File: src/rtl/result_tx_pkg.sv
// result_tx_pkg
// Shared types and constants for the result readout UART.
//   tx_state_t  : readout FSM states
//   DATA_BITS   : payload bits per UART frame
//   FRAME_BITS  : start + data + stop bits per frame
package result_tx_pkg;

  typedef enum logic [2:0] {
    IDLE,
    FETCH,
    LATCH,
    START,
    DATA,
    STOP,
    CSUM,
    DONE
  } tx_state_t;

  localparam int DATA_BITS  = 8;
  localparam int FRAME_BITS = 10;

endpackage

File: src/rtl/uart_bit_timer.sv
// uart_bit_timer
// Free-running bit-period counter for the UART transmitter.
//   clock   : system clock
//   reset   : synchronous active-high reset
//   restart : hold the counter at zero (used outside the timed states)
//   bit_end : one-cycle pulse in the last clock of each bit period
module uart_bit_timer #(
  parameter int CLKS_PER_BIT = 434
) (
  input  logic clock,
  input  logic reset,
  input  logic restart,
  output logic bit_end
);

  localparam int CW = (CLKS_PER_BIT > 2) ? $clog2(CLKS_PER_BIT) : 1;

  logic [CW-1:0] cnt_reg;

  assign bit_end = (cnt_reg == CW'(CLKS_PER_BIT - 1));

  // Wrapping to zero on bit_end makes back-to-back bits line up exactly
  // with no extra cycle between them.
  always_ff @(posedge clock) begin
    if (reset || restart || bit_end) begin
      cnt_reg <= '0;
    end else begin
      cnt_reg <= cnt_reg + 1'b1;
    end
  end

endmodule

File: src/rtl/result_uart_tx.sv
// result_uart_tx
// Dumps LEN result bytes starting at BASE_ADDR out of data memory as 8N1
// UART frames once the CPU signals completion (rising edge of finished).
//   clock, reset : system clock, synchronous active-high reset
//   finished     : CPU run-complete level; its rising edge starts a dump
//   mem_addr     : data-memory read address (BASE_ADDR + byte counter)
//   mem_rd       : read strobe, data returns on mem_data one cycle later
//   mem_data     : synchronous memory read data
//   tx           : UART line, idle high
//   busy         : dump in progress
//   done         : dump complete, held until finished falls
// Optional feature: define RESULT_TX_CHECKSUM_EN to append one extra frame
// carrying the XOR of all bytes sent in the dump.
module result_uart_tx
  import result_tx_pkg::*;
#(
  parameter int          CLKS_PER_BIT = 434,
  parameter logic [15:0] BASE_ADDR    = 16'h0000,
  parameter logic [15:0] LEN          = 16'd256
) (
  input  logic        clock,
  input  logic        reset,
  input  logic        finished,
  output logic [15:0] mem_addr,
  output logic        mem_rd,
  input  logic [7:0]  mem_data,
  output logic        tx,
  output logic        busy,
  output logic        done
);

  tx_state_t   state_reg, state_next;
  logic [15:0] count_reg, count_next;
  logic [7:0]  shift_reg, shift_next;
  logic [2:0]  bit_reg, bit_next;
  logic        finished_reg;
  logic        trigger;
  logic        restart;
  logic        bit_end;
  logic [15:0] count_inc;
`ifdef RESULT_TX_CHECKSUM_EN
  logic [7:0]  csum_reg, csum_next;
  logic        csum_sent_reg, csum_sent_next;
  logic        gap_reg, gap_next;
`endif

  assign trigger   = finished & ~finished_reg;
  assign count_inc = count_reg + 16'd1;
  assign mem_addr  = BASE_ADDR + count_reg;  // 16-bit modulo by width

  uart_bit_timer #(
    .CLKS_PER_BIT(CLKS_PER_BIT)
  ) u_timer (
    .clock  (clock),
    .reset  (reset),
    .restart(restart),
    .bit_end(bit_end)
  );

  always_ff @(posedge clock) begin
    if (reset) begin
      state_reg     <= IDLE;
      count_reg     <= '0;
      shift_reg     <= '0;
      bit_reg       <= '0;
      finished_reg  <= 1'b0;
`ifdef RESULT_TX_CHECKSUM_EN
      csum_reg      <= '0;
      csum_sent_reg <= 1'b0;
      gap_reg       <= 1'b0;
`endif
    end else begin
      state_reg     <= state_next;
      count_reg     <= count_next;
      shift_reg     <= shift_next;
      bit_reg       <= bit_next;
      finished_reg  <= finished;
`ifdef RESULT_TX_CHECKSUM_EN
      csum_reg      <= csum_next;
      csum_sent_reg <= csum_sent_next;
      gap_reg       <= gap_next;
`endif
    end
  end

  always_comb begin
    state_next = state_reg;
    count_next = count_reg;
    shift_next = shift_reg;
    bit_next   = bit_reg;
`ifdef RESULT_TX_CHECKSUM_EN
    csum_next      = csum_reg;
    csum_sent_next = csum_sent_reg;
    gap_next       = gap_reg;
`endif
    tx      = 1'b1;
    mem_rd  = 1'b0;
    restart = 1'b1;  // timer parked at zero unless a bit is on the line
    busy    = (state_reg != IDLE) && (state_reg != DONE);
    done    = (state_reg == DONE);

    case (state_reg)
      IDLE: begin
        if (trigger) begin
          state_next = FETCH;
          count_next = '0;
`ifdef RESULT_TX_CHECKSUM_EN
          csum_next      = '0;
          csum_sent_next = 1'b0;
          gap_next       = 1'b0;
`endif
        end
      end
      FETCH: begin
        mem_rd     = 1'b1;
        state_next = LATCH;
      end
      LATCH: begin
        shift_next = mem_data;
`ifdef RESULT_TX_CHECKSUM_EN
        csum_next = csum_reg ^ mem_data;
`endif
        state_next = START;
      end
      START: begin
        restart = 1'b0;
        tx      = 1'b0;
        if (bit_end) begin
          bit_next   = '0;
          state_next = DATA;
        end
      end
      DATA: begin
        restart = 1'b0;
        tx      = shift_reg[0];
        if (bit_end) begin
          shift_next = shift_reg >> 1;
          if (bit_reg == 3'(DATA_BITS - 1)) begin
            state_next = STOP;
          end else begin
            bit_next = bit_reg + 3'd1;
          end
        end
      end
      STOP: begin
        restart = 1'b0;
        if (bit_end) begin
`ifdef RESULT_TX_CHECKSUM_EN
          if (csum_sent_reg) begin
            state_next = DONE;
          end else begin
            count_next = count_inc;
            state_next = (count_inc == LEN) ? CSUM : FETCH;
          end
`else
          count_next = count_inc;
          state_next = (count_inc == LEN) ? DONE : FETCH;
`endif
        end
      end
`ifdef RESULT_TX_CHECKSUM_EN
      // Two idle-high cycles, matching the FETCH/LATCH gap of data bytes,
      // then the checksum goes out through the normal START/DATA/STOP path.
      CSUM: begin
        gap_next = 1'b1;
        if (gap_reg) begin
          gap_next       = 1'b0;
          shift_next     = csum_reg;
          csum_sent_next = 1'b1;
          state_next     = START;
        end
      end
`endif
      DONE: begin
        if (!finished) begin
          state_next = IDLE;
        end
      end
      default: begin
        state_next = IDLE;
      end
    endcase
  end

endmodule

File: config.mk
export PLATFORM = sky130hd
export DESIGN_NAME = result_uart_tx
export DESIGN_NICKNAME = d
export VERILOG_FILES = /design/src/rtl/result_tx_pkg.sv /design/src/rtl/uart_bit_timer.sv /design/src/rtl/result_uart_tx.sv
export SDC_FILE = /design/constraint.sdc
export NUM_CORES = 1
export LEC_CHECK = 0
export BUFFER_PORTS_ARGS = -buffer_cell sky130_fd_sc_hd__buf_2
export CAP_MARGIN = 20
export CORE_MARGIN = 10
export CORE_UTILIZATION = 51
export CTS_CLUSTER_DIAMETER = 200
export DETAILED_ROUTE_END_ITERATION = 12
export PLACE_DENSITY = 0.82
export RECOVER_POWER = 100
export SETUP_SLACK_MARGIN = 0.5
export SLEW_MARGIN = 30
export SYNTH_ARGS = -nofsm -noshare
export SYNTH_HDL_FRONTEND = slang
export SYNTH_SLANG_ARGS = --single-unit
export TNS_END_PERCENT = 10
File: constraint.sdc
create_clock -name clock -period 2.5 [get_ports clock]
set_clock_uncertainty 0.1 [all_clocks]
set_input_delay 0.125 -clock clock [delete_from_list [all_inputs] [get_ports clock]]
set_output_delay 0.125 -clock clock [all_outputs]
set_load 0.005 [all_outputs]
==> After elaboration in Yosys (flattened, before gate mapping) <==
Index checks and enable logic that the tools add are counted.
{ "totals": {"output_inout_bits": 20, "ff_bits": 40, "in_bits": 11, "elab_cells": 61} }
{ "op_classes": {"muxes": 20, "n_eq_ne": 17, "bitwise_logic": 2, "n_addsub": 3, "reduce_logical": 13} }
{ "ops": {"columns": ["cell", "count"], "rows": [
  ["$mux W16", 2],
  ["$pmux W16 S2", 1],
  ["$mux W3", 10],
  ["$pmux W3 S7", 1],
  ["$add A16 B1 Y16 const B", 1],
  ["$eq A16 B9 Y1 const B", 1],
  ["$pmux W8 S2", 1],
  ["$eq A3 B3 Y1 const B", 4],
  ["$add A9 B1 Y9 const B", 1],
  ["$eq A9 B9 Y1 const B", 1],
  ["$mux W8", 1],
  ["$ne A2 B2 Y1 const B", 4],
  ["$eq A3 B2 Y1 const B", 2],
  ["$ne A2 B1 Y1 const B", 3],
  ["$pmux W3 S2", 1],
  ["$reduce_and A6 Y1", 1],
  ["$reduce_bool A2 Y1", 3],
  ["$reduce_and A4 Y1", 1],
  ["$add A3 B1 Y3 const B", 1],
  ["$eq A3 B1 Y1 const B", 1],
  ["$logic_not A3 Y1", 1],
  ["$ne A3 B3 Y1 const B", 1],
  ["$reduce_and A3 Y1", 1],
  ["$reduce_bool A3 Y1", 1],
  ["other kinds (8)", 10]
]} }

==> Depth between registers and ports, before layout <==
{ "logic_depth": {"depth_word": 5, "ltp_mapped": 10, "ltp_nobuf": 8} }

==> Modules after synthesis <==
A second synthesis with hierarchy kept.
{ "unflattened": {"hier_cells": 295, "area_unflattened_um2": 2334.7} }
{ "modules_own_cells": {"columns": ["module", "seq_area_each_um2", "n_inst", "area_each_um2", "cells_each"], "rows": [
  ["result_uart_tx", 620.6, 1, 1920.6, 249],
  ["uart_bit_timer", 180.2, 1, 414.1, 46]
]} }

==> Least setup slack after synthesis <==
Ideal clock, no wire load.
{ "synth_path": {"path_kind": "reg-to-reg", "startpoint": "register count_reg[0]", "endpoint": "register state_reg[1]", "t_required_ns": 2.304, "setup_ns": 0.096, "t_arrival_ns": 2.014, "synth_period_minus_slack_ns": 2.210, "path_buffers": 0, "slack_ns": 0.290, "stages_incl_launch_ff": 8, "cell_sequence": "dfxtp_1 ha_1 nand3_2 nor4_4 and4b_1 o22ai_1 or4_4 o41ai_2"} }
{ "synth_between": {"elab_chain_cells": 5} }
{ "synth_lines": {"columns": ["element", "line", "source"], "rows": [
  ["from (decl)", "result_uart_tx.sv:33", "logic [15:0] count_reg, count_next;"],
  ["from (signal assigned)", "result_uart_tx.sv:74", "count_reg <= count_next;"],
  ["$add A16 B1 Y16", "result_uart_tx.sv:48", "assign count_inc = count_reg + 16'd1;"],
  ["$eq A16 B9 Y1", "result_uart_tx.sv:157", "state_next = (count_inc == LEN) ? DONE : FETCH;"],
  ["$mux W3", "result_uart_tx.sv:157", null],
  ["$mux W3", "result_uart_tx.sv:147", "if (bit_end) begin"],
  ["$pmux W3 S7", "result_uart_tx.sv:102", "case (state_reg)"],
  ["to (signal assigned)", "result_uart_tx.sv:73", "state_reg <= state_next;"],
  ["to (decl)", "result_uart_tx.sv:32", "tx_state_t state_reg, state_next;"]
]} }
No other way between the ends. The select of a mux whose other input is x is not followed.
A chain may end at the register's enable or synchronous reset.

==> Worst setup path in the final report <==
{ "layout_path": {"startpoint": "register count_reg[5]", "endpoint": "register state_reg[1]"} }
Same word-level chain as after synthesis.

==> results by group <==
Yosys
  • Post-Syn Nets: 286
  • Yosys cell types: 50
  • Complex-gate fraction of the synthesized area: 20.27%
  • Leading area contributor after synthesis: dfxtp_1
  • Syn Area/Cell: 7.934 sq um
  • Largest family of logic cells by synthesized area: simple AND/OR/NAND/NOR gates
  • Dominant synthesized flop cell: dfxtp_1
  • Multiplexer share of the synthesized area: 0.4673%
  • Synth Cell Area: 2142 sq um
  • XOR/XNOR share of the synthesized area: 4.907%
  • Post-synthesis adder-cell area fraction: 2.921%
  • Number of synthesized flops with an enable pin: 0
  • Seq/Total Area, Yosys: 37.38%
  • Cell count after synthesis: 270
  • YS warnings: 0
  • Synthesized flop and latch total: 40
  • Post-Synth Simple-Gate Area: 29.44%
  • Async set-or-reset flop fraction in the synthesized netlist: 0%
  • Yosys top cell area share: 37.38%
  • Synth area leaders: dfxtp_1 (37%), nor2_1 (8.4%), a21oi_1 (4.9%), o21ai_0 (4.4%), xnor2_1 (3.7%)

Placement
  • DP HPWL: 3500 microns
  • RePlAce Congestion: 0.9626
  • Port Buffers: 30

Power and ir drop
  • Cell-internal power: 1.025 mW
  • Seq pwr share: 49.9%
  • Overall Power: 1.526 mW
  • Sw Share: 32.80%
  • Maximum vdd drop: 0.0003356 V
  • Psw: 0.5005 mW
  • Leakage: 1.018 nW
  • Clk pwr share: 26.5%
  • Pwr dens: 576.0 nW/um^2
  • Combinational share of power: 23.6%

Die
  • Die height: 84.81 microns
  • Initial core utilization: 53.17%
  • Core area: 4029 sq um
  • FP Rows: 23
  • Full die area: 7193 sq um
  • IO Pins: 31
  • Die X-Extent: 84.81 microns

Final layout
  • Ant diodes: 0
  • Max FFs per register: 16
  • Multi-input logic area: 1314 sq um
  • Layout cells sized above 1: 22.71%
  • # nets final: 333
  • Register area: 807.0 sq um
  • # fillers: 352
  • Layout area overhead: 23.66%

STA
  • Period utilization: 90.67%
  • Final Setup Violations: 0
  • Setup TNS: 0 ns
  • Final Slew Violations: 0
  • FMAX: 441.2 MHz
  • RSZ-0062 raised after global routing: true
  • Worst Tran Pin Value: 0.6268 ns
  • Final min period: 2.267 ns
  • Fin. Hold Viols: 0
  • Worst slew margin: 58.21%

Clock tree
  • Clock buffer depth: 2
  • Insertion delay to the later sink of the worst-skew pair: 0.29 ns
  • Root Driver: clkbuf_8
  • CTS H-Tree Depth: 2
  • CTS tree: yes
  • Clock Pin Slew Worst Setup and Hold Paths: 0.08 ns
  • Clock sink count: 40
  • Total CTS buffers: 5

Worst setup path
  • Worst setup SP type: flop
  • Critical path class: flop to flop
  • Reg-to-reg endpoint: state_reg[1]
  • Worst Path Max Fanout: 7
  • Worst Setup SP: count_reg[5]
  • Reg2Reg Depth: 6
  • CP Capture Type: flop
  • Critical path, cell by cell: nand3_4 -> nor4_4 -> and4b_1 -> o22ai_1 -> or4_4 -> o41ai_2
  • Slowest cell on crit path: or4_4
  • R2R Setup Slk: 0.23 ns
  • Worst Path Arrival: 2.36 ns
  • Worst path max stage delay: 0.56 ns
  • CP required: 2.60 ns
  • RR Startpoint: count_reg[5]

GRT
  • Antenna violations before repair: 0
  • Gr ovfl total: 0
  • Tot GR Track Use: 14.09%
  • Vias in the first global route: 1,917
  • First-pass GRT wire length: 8694 microns
  • Largest net degree at the start of global routing: 35

Hold path
  • Worst hold path startpoint: mem_data[4]
  • Hold Path Class: input port to flop
  • Hold depth: 5
  • Hold path endpoint: shift_reg[4]

Route
  • WL/cell: 15.24 microns
  • Vias: 2,148
  • Residual DRC: 0
  • Vias per Instance: 5.853
  • Total Wirelength: 5593 microns
  • DRT antenna net count: 0
  • DR iter-0 viols: 277
  • 1st-pass router iterations: 5

Flow run
  • MaxCap Viol Count: 0

Outcome
  • Run status: complete, no violations
-- worst max-delay path, delay by kind of cell, from the launching register on --
family / cells / cell delay, ns
DFF: 1 / 0.49
AOI/OAI and AO/OA: 2 / 0.29
and+or+nand+nor: 4 / 1.29
-- synth_stat cells, types with 4 or more instances --
library cell and n:
and3_1 4, nor3b_1 4, nand3_1 7, nand2_1 15, xnor2_1 9, a311oi_1 5
a22oi_1 6, a31oi_1 5, o21ai_0 19, ha_1 5, dfxtp_1 40, buf_2 4
nand4_1 4, nor3_1 12, a21oi_1 21, inv_1 7, nor2_1 48, clkbuf_1 13
-- cell type report --
class	count	share of cell area, %
clock buffer	6	2.740
clock inverter	1	0.1889
inverter	7	0.9920
multi-input combinational	205	49.60
sequential	40	30.47
tap	50	2.362
timing repair buffer	58	13.65
-- worst max-delay path by stage --
| stage | end | slack [ns] | cells after the start |
|---|---|---|---|
| detailed placement | state_reg[1] | 0.22 | 6 |
| finish | state_reg[1] | 0.23 | 6 |
| CTS | state_reg[1] | 0.33 | 7 |
| global placement | state_reg[1] | 0.31 | 6 |
| floorplan | state_reg[1] | 0.45 | 7 |
| global route | state_reg[1] | 0.14 | 6 |
-- layout by cell type, fill, tap and decap left out, drive strengths merged, types with 2 or more instances in the layout --
cell | Yosys | layout
inv | 7 | 7
and3 | 5 | 5
a311oi | 5 | 5
a41oi | 2 | 2
xnor2 | 9 | 9
a31oi | 5 | 5
ha | 5 | 5
nand4 | 5 | 5
clkbuf | 13 | 17
xor2 | 3 | 3
a211oi | 3 | 3
buf | 5 | 45
nand3 | 9 | 9
nor4b | 2 | 2
a22oi | 6 | 6
or3 | 2 | 2
nor3 | 12 | 12
dlygate4sd3 | 0 | 2
or4 | 2 | 2
nor2b | 3 | 3
and4b | 2 | 2
a21oi | 21 | 21
dfxtp | 40 | 40
nor3b | 4 | 4
o21ai | 19 | 19
nand2 | 15 | 15
nor4 | 2 | 2
nor2 | 49 | 49
-- per-stage QoR --
step           area [sq um]  cells  hold WS [ns]  setup slack [ns]  utilization (%)
4_1_cts                2547    355        0.1339            0.3303            63.23
3_5_place_dp           2355    339        0.3034            0.2237            58.45
6_report               2649    367        0.1378            0.2332            65.75
5_1_grt                2649    367        0.1955            0.1415            65.75
2_1_floorplan          2182    270        0.1735            0.4459                -
3_3_place_gp           2355    339        0.2906            0.3077            58.45
-- cells by family (layout without fill, tap and decap cells) --
group           count (synthesis)  after routing
simple gates                  118            118
fa+ha+maj                       5              5
mux                             1              1
flops                          40             40
xor+xnor                       12             12
buf+inv                        25             72
compound gates                 69             69
-- routing by layer --
layer | share of wire (%) | track usage (%) | vias to the layer above
met5 | 0 | 0 | -
met4 | 1.6 | 4.341 | 0
met3 | 8.6 | 4.971 | 12
li1 | - | - | 1070
met2 | 47 | 22.58 | 80
met1 | 43 | 17.26 | 986
-- power groups by stage --
stage / clock, mW / sequential, mW / combinational (mW)
global route: 0.440 / 0.774 / 0.414
detailed placement: 0 / 0.774 / 0.371
floorplan: 0 / 0.724 / 0.301
global placement: 0 / 0.772 / 0.366
CTS: 0.418 / 0.755 / 0.375
finish: 0.404 / 0.762 / 0.360
-- timing repair --
action,4_1_cts,5_1_grt
pin swaps,4,5
setup endpoints to repair,15,36
resized for setup,14,24
buffers inserted,7,12
hold endpoints to repair,2,0
hold buffers,2,0
Note: power is estimated with default switching activity, not from simulation.
